<file path="src/rtl/float_cmp_pkg.sv">
// Shared types and encodings for the parametrised IEEE-754 comparator.
package float_cmp_pkg;

  typedef enum logic [2:0] {
    IDLE     = 3'd0,
    CLASSIFY = 3'd1,
    EXP_CMP  = 3'd2,
    FRAC_CMP = 3'd3,
    DONE     = 3'd4
  } cmp_state_t;

  localparam logic [1:0] CMP_EQ = 2'b00;
  localparam logic [1:0] CMP_GT = 2'b01;
  localparam logic [1:0] CMP_LT = 2'b11;
  localparam logic [1:0] CMP_UN = 2'b10;

  localparam logic MODE_SIGNED = 1'b0;
  localparam logic MODE_MAG    = 1'b1;

  // Swap greater/less; equal and unordered pass through.
  function automatic logic [1:0] cmp_invert(input logic [1:0] r);
    case (r)
      CMP_GT:  return CMP_LT;
      CMP_LT:  return CMP_GT;
      default: return r;
    endcase
  endfunction

endpackage

</file>
<file path="src/rtl/fp_classify.sv">
// Field split and class detection for one IEEE-754 operand.
module fp_classify #(
  parameter int EXP_W  = 8,
  parameter int FRAC_W = 23
) (
  input  logic [EXP_W+FRAC_W:0] x,
  output logic                  is_nan,
  output logic                  is_snan,
  output logic                  is_zero,
  output logic                  is_inf,
  output logic                  sign,
  output logic [EXP_W-1:0]      exp,
  output logic [FRAC_W-1:0]     frac
);

  logic exp_ones, frac_nz;

  assign sign     = x[EXP_W+FRAC_W];
  assign exp      = x[EXP_W+FRAC_W-1:FRAC_W];
  assign frac     = x[FRAC_W-1:0];
  assign exp_ones = &exp;
  assign frac_nz  = |frac;

  assign is_nan  = exp_ones & frac_nz;
  // Quiet bit is the fraction MSB; clear means signalling.
  assign is_snan = is_nan & ~frac[FRAC_W-1];
  assign is_zero = ~(|exp) & ~frac_nz;
  assign is_inf  = exp_ones & ~frac_nz;

endmodule

</file>
<file path="src/rtl/float_cmp_param.sv">
// Multi-cycle IEEE-754 compare: CLASSIFY -> EXP_CMP -> FRAC_CMP -> DONE.
module float_cmp_param
  import float_cmp_pkg::*;
#(
  parameter int EXP_W  = 8,
  parameter int FRAC_W = 23
) (
  input  logic                  clk,
  input  logic                  reset,
  input  logic                  execute,
  input  logic [EXP_W+FRAC_W:0] A,
  input  logic [EXP_W+FRAC_W:0] B,
  input  logic                  mode,
  output logic [1:0]            out,
  output logic                  ready,
  output logic                  busy,
  output logic                  invalid
);

  localparam int W = 1 + EXP_W + FRAC_W;

  cmp_state_t state;

  // Index 0 = operand A, index 1 = operand B.
  logic [1:0][W-1:0]      op_q;
  logic                   mode_q;
  logic [1:0]             nan_c, snan_c, zero_c, inf_c, sign_c;
  logic [1:0][EXP_W-1:0]  exp_c;
  logic [1:0][FRAC_W-1:0] frac_c;
  logic [1:0]             nan_q, snan_q, zero_q, inf_q, sign_q;
  logic                   exp_gt_q, exp_lt_q;
  logic [1:0]             mag_res, res;

  for (genvar i = 0; i < 2; i++) begin : g_cls
    fp_classify #(.EXP_W(EXP_W), .FRAC_W(FRAC_W)) u_cls (
      .x       (op_q[i]),
      .is_nan  (nan_c[i]),
      .is_snan (snan_c[i]),
      .is_zero (zero_c[i]),
      .is_inf  (inf_c[i]),
      .sign    (sign_c[i]),
      .exp     (exp_c[i]),
      .frac    (frac_c[i])
    );
  end

  // Unsigned order of {exp,frac} is magnitude order, denormals included.
  always_comb begin
    mag_res = CMP_EQ;
    if (&inf_q)                      mag_res = CMP_EQ;
    else if (exp_gt_q)               mag_res = CMP_GT;
    else if (exp_lt_q)               mag_res = CMP_LT;
    else if (frac_c[0] > frac_c[1])  mag_res = CMP_GT;
    else if (frac_c[0] < frac_c[1])  mag_res = CMP_LT;
  end

  always_comb begin
    res = mag_res;
    if (|nan_q)                      res = CMP_UN;
    else if (&zero_q)                res = CMP_EQ;
    else if (mode_q == MODE_MAG)     res = mag_res;
    else if (sign_q[0] != sign_q[1]) res = sign_q[0] ? CMP_LT : CMP_GT;
    else if (!sign_q[0])             res = mag_res;
    else                             res = cmp_invert(mag_res);
  end

  always_ff @(posedge clk or posedge reset) begin
    if (reset) begin
      state    <= IDLE;
      op_q     <= '0;
      mode_q   <= MODE_SIGNED;
      nan_q    <= '0;
      snan_q   <= '0;
      zero_q   <= '0;
      inf_q    <= '0;
      sign_q   <= '0;
      exp_gt_q <= 1'b0;
      exp_lt_q <= 1'b0;
      out      <= CMP_EQ;
      ready    <= 1'b0;
      busy     <= 1'b0;
      invalid  <= 1'b0;
    end else begin
      case (state)
        IDLE, DONE: begin
          if (execute) begin
            op_q   <= {B, A};
            mode_q <= mode;
            busy   <= 1'b1;
            ready  <= 1'b0;
            state  <= CLASSIFY;
          end
        end
        CLASSIFY: begin
          nan_q  <= nan_c;
          snan_q <= snan_c;
          zero_q <= zero_c;
          inf_q  <= inf_c;
          sign_q <= sign_c;
          state  <= EXP_CMP;
        end
        EXP_CMP: begin
          exp_gt_q <= exp_c[0] > exp_c[1];
          exp_lt_q <= exp_c[0] < exp_c[1];
          state    <= FRAC_CMP;
        end
        FRAC_CMP: begin
          out     <= res;
          invalid <= |snan_q;
          ready   <= 1'b1;
          busy    <= 1'b0;
          state   <= DONE;
        end
        default: state <= IDLE;
      endcase
    end
  end

endmodule

</file>
<file path="config.mk">
export PLATFORM = sky130hd
export DESIGN_NAME = float_cmp_param
export DESIGN_NICKNAME = d
export VERILOG_FILES = /design/src/rtl/float_cmp_pkg.sv /design/src/rtl/fp_classify.sv /design/src/rtl/float_cmp_param.sv
export SDC_FILE = /design/constraint.sdc
export NUM_CORES = 1
export LEC_CHECK = 0
export BUFFER_PORTS_ARGS = -buffer_cell sky130_fd_sc_hd__buf_4
export CORE_MARGIN = 3
export CORE_UTILIZATION = 29
export CTS_CLUSTER_SIZE = 8
export DETAILED_ROUTE_END_ITERATION = 6
export GPL_ROUTABILITY_DRIVEN = 1
export MAX_ROUTING_LAYER = met4
export PLACE_DENSITY_LB_ADDON = 0.15
export SLEW_MARGIN = 15
export SYNTH_ARGS = -nofsm -noshare
export SYNTH_HDL_FRONTEND = slang
export SYNTH_SLANG_ARGS = --single-unit
</file>
<file path="constraint.sdc">
create_clock -name clk -period 4.3 [get_ports clk]
set_input_delay 0.645 -clock clk [delete_from_list [all_inputs] [get_ports clk]]
set_output_delay 0.645 -clock clk [all_outputs]
set_load 0.02 [all_outputs]
</file>
==> results.json <==
{
  "cts_tree": "built",
  "cap_violations": 0,
  "final_util": 0.372,
  "required_ns": 4.51,
  "numClockSinks": 85,
  "cts_repair_resize_count": 0,
  "route.antenna.remaining_nets": 0,
  "dr.pass1.iters": 4,
  "drive_gt1_frac": 0.278,
  "crit_type": "flip-flop to flip-flop",
  "pwr-share-comb": 0.390,
  "grt_pass1_vias": 3213,
  "syn_to_final_growth_pct": 24.7,
  "die_x_um": 126,
  "grt_usage": 0.130,
  "pwr-share-seq": 0.402,
  "vias": 3083,
  "synthXorXnorAreaFrac": 0.00420,
  "synth_fa_ha_area_frac": 0.0930,
  "diodes": 0,
  "synth_top_family_by_area": "simple AND/OR/NAND/NOR gates",
  "hpwl_mm": 7.34,
  "cts_buffer_depth": 2,
  "yosys_warnings": 0,
  "fmax_ghz": 0.423,
  "design_area_mm2": 0.00520,
  "holdWs_ns": 0.469,
  "p_sw_frac": 0.366,
  "min_period_ns": 2.36,
  "dp_slack_ns": 1.90,
  "port_buffers": 72,
  "fillerInstances": 1434,
  "die_area_mm2": 0.0159,
  "final_cells": 655,
  "start_kind": "flip-flop",
  "gp_congestion": 0.761,
  "setup_viol": 0,
  "clockPowerShare": 0.208,
  "peakVddDrop_v": 0.000299,
  "skew_ns": 0.00947,
  "worst_slack_ns": 1.94,
  "power_switching_mw": 1.34,
  "final_common_cell": "dfrtp_1",
  "routed_wl_mm": 9.57,
  "postCtsSetupRepairBufs": 0,
  "grt_remaining_overflow": 0,
  "setup-tns-final_ns": 0,
  "place_area_mm2": 0.00491,
  "ys_ff_latch": 85,
  "synth_compound_area_frac": 0.111,
  "slew_viol_final": 0,
  "rows": 43,
  "power_leakage_nw": 2.37,
  "hold_viol_final": 0,
  "crit_path_max_fanout": 3,
  "syn_avg_cell_area_um2": 10.5,
  "syn_area_mm2": 0.00417,
  "grt_pass1_wl_mm": 16.0,
  "synth.distinct_cells": 41,
  "nets": 571,
  "die_h_um": 126,
  "internal_power_mw": 2.32,
  "clk_latency_ns": 0.34,
  "status": "finished clean",
  "cts_buffers": 9,
  "mostFrequentLayoutCells": "dfrtp_1, buf_4, nand2_1, o21ai_0, inv_1",
  "h-tree-depth": 3,
  "synth.yosys.seq_area_share": 0.510,
  "boundaryPins": 73,
  "syn-num-nets": 498,
  "hold_class": "input pin to async pin",
  "synthSimpleGateAreaFrac": 0.139,
  "fp.coreArea_mm2": 0.0140,
  "syn_inst": 399,
  "avgViaCountPerCell": 4.71,
  "grt_max_degree": 74,
  "tightest_slew_ns": 0.856,
  "ctsHoldBuffers": 0,
  "slew_headroom": 0.429,
  "arrival_ns": 2.57,
  "p_per_area_mw_per_mm2": 702,
  "endpoint_kind": "flip-flop",
  "numPlacedInstances": 641,
  "synthMuxAreaShare": 0.0969,
  "drc_errors": 0,
  "start_util": 0.298,
  "antenna_found_initial": 0,
  "clkSlewWorstSetupHoldPaths_ns": 0.07,
  "wl_per_cell_um": 14.6,
  "power_mw": 3.65,
  "drt_iter0_drc": 154,
  "rsz0062_at_grt": "false",
  "fin_crit_sh": 0.549,
  "cts_root_buf": "clkbuf_16"
}
-- synthesized netlist by cell type (all sizes together) --
master   number  area share
dfrtp        85        0.51
o21bai        2      0.0036
clkbuf       10      0.0090
nand2b        2      0.0030
and4          2      0.0042
inv          37       0.033
xnor2         2      0.0042
nand4        12       0.018
nand3b        2      0.0036
nor3          2      0.0024
or3           3      0.0048
mux2i         1      0.0024
o21ai        46       0.055
or2           3      0.0045
a211oi        2      0.0036
a2111oi       2      0.0057
nor2          8      0.0072
nor4         15       0.022
nor3b         1      0.0018
o21a          2      0.0036
nor2b         3      0.0045
mux2         35       0.094
or4b          1      0.0024
nand3         2      0.0024
o311ai        2      0.0042
nor4b         1      0.0021
buf           3      0.0036
a21oi        14       0.017
ha           31       0.093
a22o          1      0.0021
or2b          2      0.0036
a32o          1      0.0024
a21o          6       0.011
nand2        56       0.050
or3b          1      0.0021
o31a          1      0.0024
-- layout make-up --
class	count	area [µm²]	share of cell area
timing repair buffer	75	563	0.108
inverter	37	140	0.0269
multi-input combinational	264	1860	0.357
sequential	85	2130	0.409
clock buffer	9	225	0.0433
tap	180	225	0.0433
clock inverter	5	62.6	0.0120
-- power by group through the flow --
stage               Sequential [mW]  Combinational [mW]  Clock (mW)
floorplan                      1.40                1.09           0
global placement               1.49                1.41           0
detailed placement             1.49                1.45           0
CTS                            1.48                1.45       0.789
global route                   1.53                1.64       0.825
finish                         1.47                1.43       0.758
-- cell families after synthesis --
group,after synthesis
DFF,85
buffers and inverters,50
muxes,36
adders and majority gates,31
xor gates and xnor gates,2
and+or+nand+nor,116
AOI/OAI and AO/OA,79
-- sequential cells by signal (all words and copies together) (netlist names) --
signal / flops
busy: 1
exp_gt_q: 1
exp_lt_q: 1
inf_q: 2
invalid: 1
mode_q: 1
nan_q: 2
op_q: 64
out: 2
ready: 1
sign_q: 2
snan_q: 2
state: 3
zero_q: 2
-- routing by layer --
| layer | GRT usage | wire [µm] | vias to the layer above |
|---|---|---|---|
| met2 | 0.193 | 4440 | 51 |
| li1 | - | - | 1540 |
| met3 | 0.0237 | 276 | 9 |
| met5 | - | 0 | - |
| met4 | 0.0492 | 139 | 0 |
| met1 | 0.176 | 4710 | 1483 |
-- final timing paths --
path | from | endpoint | slack, ns | depth (start not counted)
worst min register to register | state[2]$_DFFE_PP0P_ | state[1]$_DFFE_PP0P_ | 0.47 | 1
worst max-delay path | op_q[54]$_DFFE_PP0P_ | out[1]$_DFFE_PP0P_ | 1.94 | 8
max in group asynchronous | reset | sign_q[1]$_DFFE_PP0P_ | 2.83 | 3
worst max register to register | op_q[54]$_DFFE_PP0P_ | out[1]$_DFFE_PP0P_ | 1.94 | 8
worst min-delay path | reset | ready$_DFFE_PP0P_ | 0.47 | 2
min in group clk | state[2]$_DFFE_PP0P_ | state[1]$_DFFE_PP0P_ | 0.47 | 1
-- critical path, cell delays in order, from the launching register on --
cell and delay [ns]:
dfrtp_1 0.40, inv_1 0.07, ha_1 0.32, nand4_1 0.12
nand3b_1 0.23, nor4_1 0.55, a211oi_1 0.09, o311ai_0 0.33
mux2i_1 0.12
Power figures use the tool's default switching activity.
